**src/rtl/filter_tx_server.sv**
```systemverilog
// Two-channel L2 read server: round-robin arbitration, one outstanding memory read,
// byte/half/word alignment and a 2-entry response FIFO per channel.
module filter_tx_server #(
  parameter int DATA_WIDTH     = 32,
  parameter int L2_AWIDTH_NOAL = 15
) (
  input  logic                      clk_i,
  input  logic                      rst_i,
  input  logic                      clear_i,

  input  logic                      ch0_req_i,
  input  logic [L2_AWIDTH_NOAL-1:0] ch0_addr_i,
  input  logic [1:0]                ch0_datasize_i,
  output logic                      ch0_gnt_o,
  output logic                      ch0_valid_o,
  output logic [DATA_WIDTH-1:0]     ch0_data_o,
  input  logic                      ch0_ready_i,

  input  logic                      ch1_req_i,
  input  logic [L2_AWIDTH_NOAL-1:0] ch1_addr_i,
  input  logic [1:0]                ch1_datasize_i,
  output logic                      ch1_gnt_o,
  output logic                      ch1_valid_o,
  output logic [DATA_WIDTH-1:0]     ch1_data_o,
  input  logic                      ch1_ready_i,

  output logic                      mem_req_o,
  output logic [L2_AWIDTH_NOAL-3:0] mem_addr_o,
  input  logic                      mem_gnt_i,
  input  logic                      mem_rvalid_i,
  input  logic [DATA_WIDTH-1:0]     mem_rdata_i,

  output logic                      busy_o
);

  localparam logic [1:0] IDLE  = 2'd0;
  localparam logic [1:0] ISSUE = 2'd1;
  localparam logic [1:0] WAIT  = 2'd2;

  logic [1:0]                state_q;
  logic [L2_AWIDTH_NOAL-1:0] addr_q;
  logic [1:0]                size_q;
  logic                      ch_q;
  logic                      last_q;
  logic                      discard_q;

  logic [DATA_WIDTH-1:0]     fifo_mem [2][2];
  logic [1:0]                rptr_q;
  logic [1:0]                wptr_q;
  logic [1:0]                cnt_q [2];

  logic [1:0]                req, ready, elig, gnt, valid, pop, push_ch;
  logic                      sel;
  logic                      push;
  logic [DATA_WIDTH-1:0]     aligned;

  always_comb begin
    req   = {ch1_req_i, ch0_req_i};
    ready = {ch1_ready_i, ch0_ready_i};
    elig  = '0;
    valid = '0;
    pop   = '0;
    for (int unsigned c = 0; c < 2; c++) begin
      elig[c]  = req[c] & (cnt_q[c] != 2'd2);
      valid[c] = (cnt_q[c] != 2'd0);
      pop[c]   = valid[c] & ready[c];
    end
    // last_q holds the channel granted most recently; the other one wins a tie
    sel = (elig == 2'b11) ? ~last_q : elig[1];
    gnt = '0;
    if (state_q == IDLE && !clear_i && !rst_i && elig != 2'b00)
      gnt[sel] = 1'b1;
  end

  always_comb begin
    aligned = mem_rdata_i;
    case (size_q)
      2'b00:   aligned = {{(DATA_WIDTH-8){1'b0}},  mem_rdata_i[{addr_q[1:0], 3'b000} +: 8]};
      2'b01:   aligned = {{(DATA_WIDTH-16){1'b0}}, mem_rdata_i[{addr_q[1], 4'b0000} +: 16]};
      default: aligned = mem_rdata_i;
    endcase
    push    = (state_q == WAIT) & mem_rvalid_i & ~discard_q & ~clear_i;
    push_ch = '0;
    if (push)
      push_ch[ch_q] = 1'b1;
  end

  always_ff @(posedge clk_i or posedge rst_i) begin
    if (rst_i) begin
      state_q   <= IDLE;
      addr_q    <= '0;
      size_q    <= '0;
      ch_q      <= 1'b0;
      last_q    <= 1'b1;
      discard_q <= 1'b0;
    end else begin
      case (state_q)
        IDLE: begin
          if (gnt != 2'b00) begin
            addr_q    <= sel ? ch1_addr_i : ch0_addr_i;
            size_q    <= sel ? ch1_datasize_i : ch0_datasize_i;
            ch_q      <= sel;
            last_q    <= sel;
            discard_q <= 1'b0;
            state_q   <= ISSUE;
          end
        end
        ISSUE: begin
          if (clear_i)
            discard_q <= 1'b1;
          if (mem_gnt_i)
            state_q <= WAIT;
        end
        WAIT: begin
          if (clear_i)
            discard_q <= 1'b1;
          if (mem_rvalid_i) begin
            discard_q <= 1'b0;
            state_q   <= IDLE;
          end
        end
        default: state_q <= IDLE;
      endcase
    end
  end

  always_ff @(posedge clk_i or posedge rst_i) begin
    if (rst_i) begin
      for (int unsigned c = 0; c < 2; c++) begin
        cnt_q[c]       <= '0;
        fifo_mem[c][0] <= '0;
        fifo_mem[c][1] <= '0;
      end
      rptr_q <= '0;
      wptr_q <= '0;
    end else if (clear_i) begin
      for (int unsigned c = 0; c < 2; c++)
        cnt_q[c] <= '0;
      rptr_q <= '0;
      wptr_q <= '0;
    end else begin
      for (int unsigned c = 0; c < 2; c++) begin
        if (push_ch[c]) begin
          fifo_mem[c][wptr_q[c]] <= aligned;
          wptr_q[c]              <= ~wptr_q[c];
        end
        if (pop[c])
          rptr_q[c] <= ~rptr_q[c];
        cnt_q[c] <= cnt_q[c] + 2'(push_ch[c]) - 2'(pop[c]);
      end
    end
  end

  assign ch0_gnt_o   = gnt[0];
  assign ch1_gnt_o   = gnt[1];
  assign ch0_valid_o = valid[0];
  assign ch1_valid_o = valid[1];
  assign ch0_data_o  = fifo_mem[0][rptr_q[0]];
  assign ch1_data_o  = fifo_mem[1][rptr_q[1]];
  assign mem_req_o   = (state_q == ISSUE);
  assign mem_addr_o  = addr_q[L2_AWIDTH_NOAL-1:2];
  assign busy_o      = (state_q != IDLE) | (cnt_q[0] != 2'd0) | (cnt_q[1] != 2'd0);

endmodule

```
**config.mk**
```make
export PLATFORM = sky130hd
export DESIGN_NAME = filter_tx_server
export DESIGN_NICKNAME = d
export VERILOG_FILES = /design/src/rtl/filter_tx_server.sv
export SDC_FILE = /design/constraint.sdc
export NUM_CORES = 1
export LEC_CHECK = 0
export CAP_MARGIN = 0
export CORE_UTILIZATION = 30
export DETAILED_ROUTE_END_ITERATION = 10
export PLACE_DENSITY = 0.63
export SYNTH_ARGS = -nofsm -noshare
export SYNTH_HDL_FRONTEND = slang
export SYNTH_SLANG_ARGS = --single-unit
```
**constraint.sdc**
```tcl
create_clock -name clk_i -period 7.8 [get_ports clk_i]
set_input_delay 0.78 -clock clk_i [delete_from_list [all_inputs] [get_ports clk_i]]
set_output_delay 0.78 -clock clk_i [all_outputs]
set_load 0.005 [all_outputs]
```
==> results of run 1 <==
[power groups by stage]
stage | logic (mW) | clock network (mW) | registers, mW
2_1_floorplan | 0.864 | 0 | 1.18
3_3_place_gp | 1.49 | 0 | 1.24
3_5_place_dp | 1.50 | 0 | 1.25
4_1_cts | 1.51 | 0.908 | 1.24
5_1_grt | 1.64 | 0.942 | 1.27
6_report | 1.48 | 0.887 | 1.24
[sequential cells by signal (all words and copies together), names as in the netlist]
| name | count |
|---|---|
| addr_q | 15 |
| ch_q | 1 |
| cnt_q | 4 |
| discard_q | 1 |
| fifo_mem | 128 |
| last_q | 1 |
| rptr_q | 2 |
| size_q | 2 |
| state_q | 2 |
| wptr_q | 2 |
[metrics by stage]
stage	utilization (%)	hold WS, ns
floorplan	-	0.444
global placement	37.6	0.455
detailed placement	37.6	0.465
CTS	40.2	0.480
global route	40.2	0.495
finish	40.2	0.473
[cell families (layout without fill, tap and decap cells)]
group                    after synthesis  in the layout  synth area share, %
buffers and inverters                 89            219                 5.89
multiplexers                          72             72                 10.7
AND/OR/NAND/NOR                      213            213                 12.7
AO/OA/AOI/OAI                        195            195                 16.2
adder cells (fa/ha/maj)                9              9                 1.49
flip-flops                           158            158                 52.3
XOR/XNOR                               6              6                0.695
other                                  0              2                    0
[worst reg2reg max path, stage by stage, from the launching register on]
cell and delay (ns):
dfrtp_1 0.43, inv_1 0.12, ha_1 0.25, nor3b_4 0.77, o211a_1 0.63, a221o_1 0.25
[cell usage in the layout, fill, tap and decap left out, types with 2 or more instances in the layout]
| cell | instances |
|---|---|
| a31oi_1 | 33 |
| a21boi_0 | 17 |
| dfrtp_1 | 157 |
| clkbuf_16 | 17 |
| nor2b_1 | 6 |
| clkdlybuf4s50_1 | 157 |
| clkbuf_8 | 2 |
| diode_2 | 2 |
| clkinv_4 | 3 |
| o21ai_1 | 13 |
| bufinv_16 | 3 |
| nand2b_1 | 4 |
| a21o_1 | 11 |
| and2_1 | 3 |
| nand2_1 | 112 |
| a221o_1 | 17 |
| inv_6 | 5 |
| buf_4 | 7 |
| or2_2 | 2 |
| nor3_2 | 2 |
| xnor2_1 | 4 |
| nor2_1 | 48 |
| ha_1 | 9 |
| o21ai_0 | 77 |
| mux2_2 | 72 |
| xor2_1 | 2 |
| a21oi_1 | 12 |
| inv_1 | 21 |
| nand3_1 | 26 |
| a22oi_1 | 8 |
[how the worst max path moves through the flow]
stage                     end  cells past startpoint    start  slack (ns)
finish              ch0_gnt_o                      4  clear_i        3.52
global route        ch0_gnt_o                      4  clear_i        3.31
CTS                 ch0_gnt_o                      4  clear_i        3.43
detailed placement  ch0_gnt_o                      4  clear_i        3.44
global placement    ch0_gnt_o                      4  clear_i        3.50
floorplan           addr_q[0]                      1    rst_i        2.76
[metal layers]
metal | part of all wire (%) | vias up
li1 | - | 2804
met1 | 49 | 2761
met2 | 44 | 180
met3 | 6.2 | 12
met4 | 1.1 | 0
met5 | 0 | -
[cell type report]
type	instances	area share, %
flip-flops and latches	158	40.1
multi-input cells	495	32.0
repair buffers	164	16.5
clock buffers	19	4.59
well taps	324	4.11
clock inverters	13	1.78
inverters	23	0.926
diodes	2	0.0507
==> reports/qor.csv, run 1 <==
stage,metric,value,unit
outcome,outcome,completed,
clock_network,clkSlewWorstSetupHoldPaths,0.07,ns
pwr,seqPwrFrac,34.3,%
sta,finalHoldViolCount,0,
sta,rsz0062_at_grt,no,
placement,gp_congestion,0.745,
global_routing,grt_pass1_wl,32.5,mm
setup_path,cp-end-kind,primary output,
finish,multi_input_area,3160,sq um
worst_hold_path,min_to,fifo_mem[51],
synth,avgSynthCellArea,10.2,sq um
setup_path,cp_slowest_stage_delay,0.83,ns
sta,period_minus_slack,4.28,ns
synth,yosysUniqueCellTypes,46,
placement,dpl-instance-area,9230,sq um
setup_path,start_kind,input pin,
global_routing,overflow,0,
sta,final.setup_skew,0.0105,ns
drt,viasPerCell,4.81,
sta,tightest_slew,1.19,ns
synth,yosys-top-cells-count,"dfrtp_1, nand2_1, o21ai_0",
drt,vias,5757,
drt,antenna_left,0,
pwr,leakage,4.28,nW
setup_path,reg2reg_to,size_q[1],
synth,synth_nets,826,
synth,yosys-top-cells-area,"dfrtp_1, mux2_2, nand2_1",
drt,drtIter0Drc,339,
floorplanning,core-area,24500,sq um
pwr,irDropWorstVdd,0.000185,V
synth,synth_top_area_cell,dfrtp_1,
floorplanning,die_h,161,um
drt,first_pass_iters,4,
finish,area_growth,30.6,%
setup_path,critPathKind,in2out,
pwr,p_switching,1.17,mW
synth,synth_flop_cell,dfrtp_1,
finish,fin_area,9870,sq um
synth,synth-seq-area-share,52.3,%
setup_path,r2r_start,state_q[0],
placement,dp_hpwl,14.0,mm
sta,setup_slack,3.52,ns
synth,ys_warn_count,0,
floorplanning,start_util,30.8,%
pwr,finalPower,3.61,mW
floorplanning,design.portCount,158,
clock_network,cts_buffer_depth,2,
sta,finalCritPeriodShare,54.8,%
pwr,p_int,2.44,mW
finish,drive_gt1_share,14.4,%
drt,drc,0,
setup_path,crit_path_max_fanout,24,
setup_path,rrSetupSlack,5.29,ns
setup_path,critPathTopFamily,buffers and inverters,
global_routing,grt.busiest_layer,met2,
global_routing,gr-usage-met3,5.09,%
setup_path,cp_slowest_cell,nor3b_4,
global_routing,grt_max_degree,89,
synth,ys_async_sr_fraction,100,%
sta,tns,0,ns
floorplanning,die_area,25800,sq um
clock_network,cts.sinks,158,
sta,setup_viol,0,
global_routing,grtUsageMet1,22.6,%
synth,yosys.area.top_type_share,52.0,%
synth,ys_ff_latch,158,
clock_network,h-tree-depth,4,
clock_network,cts-buffers-inserted,17,
finish,final_nets,943,
pwr,powerDensity,366,nW/um^2
finish,fillerInstances,2472,
worst_hold_path,holdPathStages,2,
job,drv_cap,0,
global_routing,met2_usage,25.0,%
pwr,power.share.combinational,41.1,%
pwr,pwr-share-clk,24.6,%
pwr,swShare,32.5,%
setup_path,worstPathArrival,3.50,ns
drt,routed_wl,20.3,mm
finish,finalNonFillerCells,1198,
sta,fmax,234,MHz
setup_path,worstPathRequired,7.02,ns
finish,seq_area,3960,sq um
clock_network,post_cts_buffers,0,
synth,synth_edf_count,0,
placement,dp_slack,3.44,ns
placement,portBuffers,157,
drt,wl_per_cell,17.0,um
worst_hold_path,holdCritStartpoint,fifo_mem[51],
sta,slew_headroom,20.2,%
clock_network,postCtsResizedCells,0,
setup_path,crit_chain,"clkdlybuf4s50_1, nor3b_4, o211a_1, clkdlybuf4s50_1",
clock_network,clk_latency,0.42,ns
setup_path,r2r_cells,5,
global_routing,antenna_found_initial,2,
setup_path,crit_top_cell,clkdlybuf4s50_1,
sta,final-max-slew-violation-count,0,
clock_network,cts_tree,done,
clock_network,cts-root-buf,clkbuf_16,
worst_hold_path,hold_class,reg2reg,
synth,yosys.cell_count.top_type,dfrtp_1,
floorplanning,rows,57,
clock_network,cts_hold_buf,0,
synth,synth.cell_area,7560,sq um
global_routing,grt_util_all_layers,16.4,%
floorplanning,die_w,161,um
setup_path,crit_buf_inv,2,
placement,dp.cells,1164,
synth,syn-instance-count,742,
global_routing,grt_pass1_vias,5738,
Power figures use the tool's default switching activity.
==> run 2: changes to the inputs <==
==> constraint.sdc (replaced) <==
create_clock -name clk_i -period 4.35 [get_ports clk_i]
set_input_delay 0.435 -clock clk_i [delete_from_list [all_inputs] [get_ports clk_i]]
set_output_delay 0.435 -clock clk_i [all_outputs]
set_load 0.005 [all_outputs]
==> reports/qor.csv, run 2 (synthesized netlist as in run 1, its figures left out) <==
stage,metric,value,unit,change
clock_network,clk_latency,0.43,ns,was 0.42 ns
placement,dp_slack,1.07,ns,was 3.44 ns
drt,wl_per_cell,17.2,um,was 17.0 um
clock_network,clkSlewWorstSetupHoldPaths,0.07,ns,about the same
sta,finalHoldViolCount,0,,unchanged
pwr,irDropWorstVdd,0.000270,V,was 0.000185 V
sta,rsz0062_at_grt,no,,unchanged
pwr,powerDensity,654,nW/um^2,was 366 nW/um^2
sta,tns,0,ns,unchanged
finish,postLayoutCoreUtil,40.3,%,was 40.2%
finish,final_nets,945,,was 943
placement,dpl-instance-area,9270,sq um,was 9230 sq um
sta,fmax,299,MHz,
clock_network,cts.sinks,158,,unchanged
floorplanning,start_util,30.8,%,unchanged
pwr,p_switching,2.10,mW,was 1.17 mW
setup_path,worstPathRequired,3.91,ns,was 7.02 ns
pwr,leakage,4.29,nW,was 4.28 nW
drt,first_pass_iters,5,,was 4
drt,vias,5740,,was 5757
drt,viasPerCell,4.80,,was 4.81
outcome,outcome,completed,,unchanged
finish,largest-register,fifo_mem,,unchanged
pwr,power.share.combinational,41.2,%,was 41.1%
setup_path,crit_path_max_fanout,24,,unchanged
global_routing,grt_max_degree,72,,was 89
placement,gp_congestion,0.767,,was 0.745
global_routing,grt_pass1_wl,32.8,mm,was 32.5 mm
job,drv_cap,0,,unchanged
floorplanning,die_w,161,um,unchanged
clock_network,cts_hold_buf,0,,unchanged
finish,top_regs,"fifo_mem: 128 flops, addr_q: 15 flops, cnt_q: 4 flops",,unchanged
global_routing,overflow,0,,unchanged
floorplanning,die_h,161,um,unchanged
floorplanning,core-area,24500,sq um,unchanged
finish,final_cell_mix,"dfrtp_1, clkdlybuf4s50_1, nand2_1, o21ai_0, mux2_2",,unchanged
finish,fin_area,9880,sq um,was 9870 sq um
sta,final.setup_skew,0.00968,ns,was 0.0105 ns
clock_network,cts-buffers-inserted,17,,unchanged
placement,dp_hpwl,14.3,mm,was 14.0 mm
setup_path,cp_slowest_cell,clkdlybuf4s50_1,,was nor3b_4
drt,drtIter0Drc,257,,was 339
floorplanning,die_area,25800,sq um,unchanged
clock_network,cts-root-buf,clkbuf_16,,unchanged
clock_network,postCtsResizedCells,0,,unchanged
pwr,pwr-share-clk,24.2,%,was 24.6%
clock_network,post_cts_buffers,0,,unchanged
global_routing,antenna_found_initial,1,,was 2
drt,antenna_left,0,,unchanged
sta,finalCritPeriodShare,76.8,%,
pwr,seqPwrFrac,34.6,%,was 34.3%
finish,fillerInstances,2439,,was 2472
pwr,p_int,4.36,mW,was 2.44 mW
finish,drive_gt1_share,14.5,%,was 14.4%
pwr,swShare,32.5,%,about the same
clock_network,cts_tree,done,,unchanged
clock_network,h-tree-depth,4,,unchanged
setup_path,crit_buf_inv,3,,was 2
setup_path,start_kind,flop,,was input pin
setup_path,cp_slowest_stage_delay,0.61,ns,was 0.83 ns
sta,tightest_slew,1.07,ns,was 1.19 ns
sta,final-max-slew-violation-count,0,,unchanged
setup_path,crit_chain,"inv_1, ha_1, nor3b_4, buf_4, o211a_1, clkdlybuf4s50_1",,"was clkdlybuf4s50_1, nor3b_4, o211a_1, clkdlybuf4s50_1"
placement,portBuffers,157,,unchanged
worst_hold_path,hold_class,reg2reg,,unchanged
clock_network,cts_buffer_depth,2,,unchanged
finish,finalNonFillerCells,1197,,was 1198
sta,setup_viol,0,,unchanged
sta,setup_slack,1.01,ns,was 3.52 ns
drt,drc,0,,unchanged
floorplanning,rows,57,,unchanged
setup_path,critPathTopFamily,buffers and inverters,,unchanged
global_routing,grt_util_all_layers,16.5,%,was 16.4%
floorplanning,design.portCount,158,,unchanged
finish,diodes,0,,was 2
finish,area_growth,30.8,%,was 30.6%
sta,period_minus_slack,3.34,ns,
setup_path,critPathKind,reg2out,,was in2out
drt,routed_wl,20.6,mm,was 20.3 mm
setup_path,worstPathArrival,2.91,ns,was 3.50 ns
sta,slew_headroom,28.1,%,was 20.2%
global_routing,grt_pass1_vias,5669,,was 5738
finish,largest_register_ffs,128,,unchanged
setup_path,cp-end-kind,primary output,,unchanged
placement,dp.cells,1166,,was 1164
run 2: changes by cell type in the layout (fill, tap and decap cells not counted):
cell / before / now
buf_12: 0 / 2
clkinv_2: 1 / 3
inv_6: 5 / 2
clkinv_4: 3 / 2
diode_2: 2 / 0
clkinvlp_4: 1 / 2
run 2: final timing paths:
kind | startpoint | endpoint | slack [ns] | depth (start not counted)
hold / removal | fifo_mem[18] | fifo_mem[18] | 0.47 | 2
hold reg to reg | fifo_mem[18] | fifo_mem[18] | 0.47 | 2
setup / recovery | state_q[0] | ch0_gnt_o | 1.01 | 6
min in group asynchronous | rst_i | cnt_q[0] | 0.64 | 2
max in group asynchronous | rst_i | fifo_mem[50] | 2.84 | 3
setup reg to reg | state_q[0] | fifo_mem[70] | 1.94 | 5
run 2: per-layer routing:
| metal | vias to the layer above | routed length [um] | track usage [%] |
|---|---|---|---|
| li1 | 2798 | - | - |
| met1 | 2738 | 9970 | 24.0 |
| met2 | 184 | 9150 | 24.7 |
| met3 | 18 | 1290 | 3.69 |
| met4 | 2 | 202 | 3.82 |
| met5 | - | 13 | 0 |
run 2: power groups by stage:
| stage | combinational, mW | clock, mW | sequential (mW) |
|---|---|---|---|
| floorplan | 1.55 | 0 | 2.12 |
| global placement | 2.66 | 0 | 2.25 |
| detailed placement | 2.68 | 0 | 2.26 |
| CTS | 2.70 | 1.60 | 2.24 |
| global route | 2.91 | 1.66 | 2.31 |
| finish | 2.66 | 1.57 | 2.24 |
run 2: metrics by stage:
| step | hold WS [ns] | power [mW] |
|---|---|---|
| 2_1_floorplan | 0.444 | 3.66 |
| 3_3_place_gp | 0.457 | 4.91 |
| 3_5_place_dp | 0.465 | 4.94 |
| 4_1_cts | 0.480 | 6.54 |
| 5_1_grt | 0.499 | 6.88 |
| 6_report | 0.471 | 6.47 |
run 2: cell type report:
cell class              count  area (sq um)  share of cell area (%)
inverters                  23          90.1                   0.911
clock inverters            12           159                    1.61
flip-flops and latches    158          3960                    40.0
well taps                 324           405                    4.10
clock buffers              19           453                    4.58
multi-input cells         495          3160                    31.9
repair buffers            166          1660                    16.8
run 2: worst register-to-register path, delay by kind of cell, from the launching register on:
kind	cells	cell delay, ns
AND/OR/NAND/NOR	2	1.22
buffers and inverters	1	0.12
flip-flops	1	0.43
AO/OA/AOI/OAI	1	0.22
adder cells (fa/ha/maj)	1	0.24
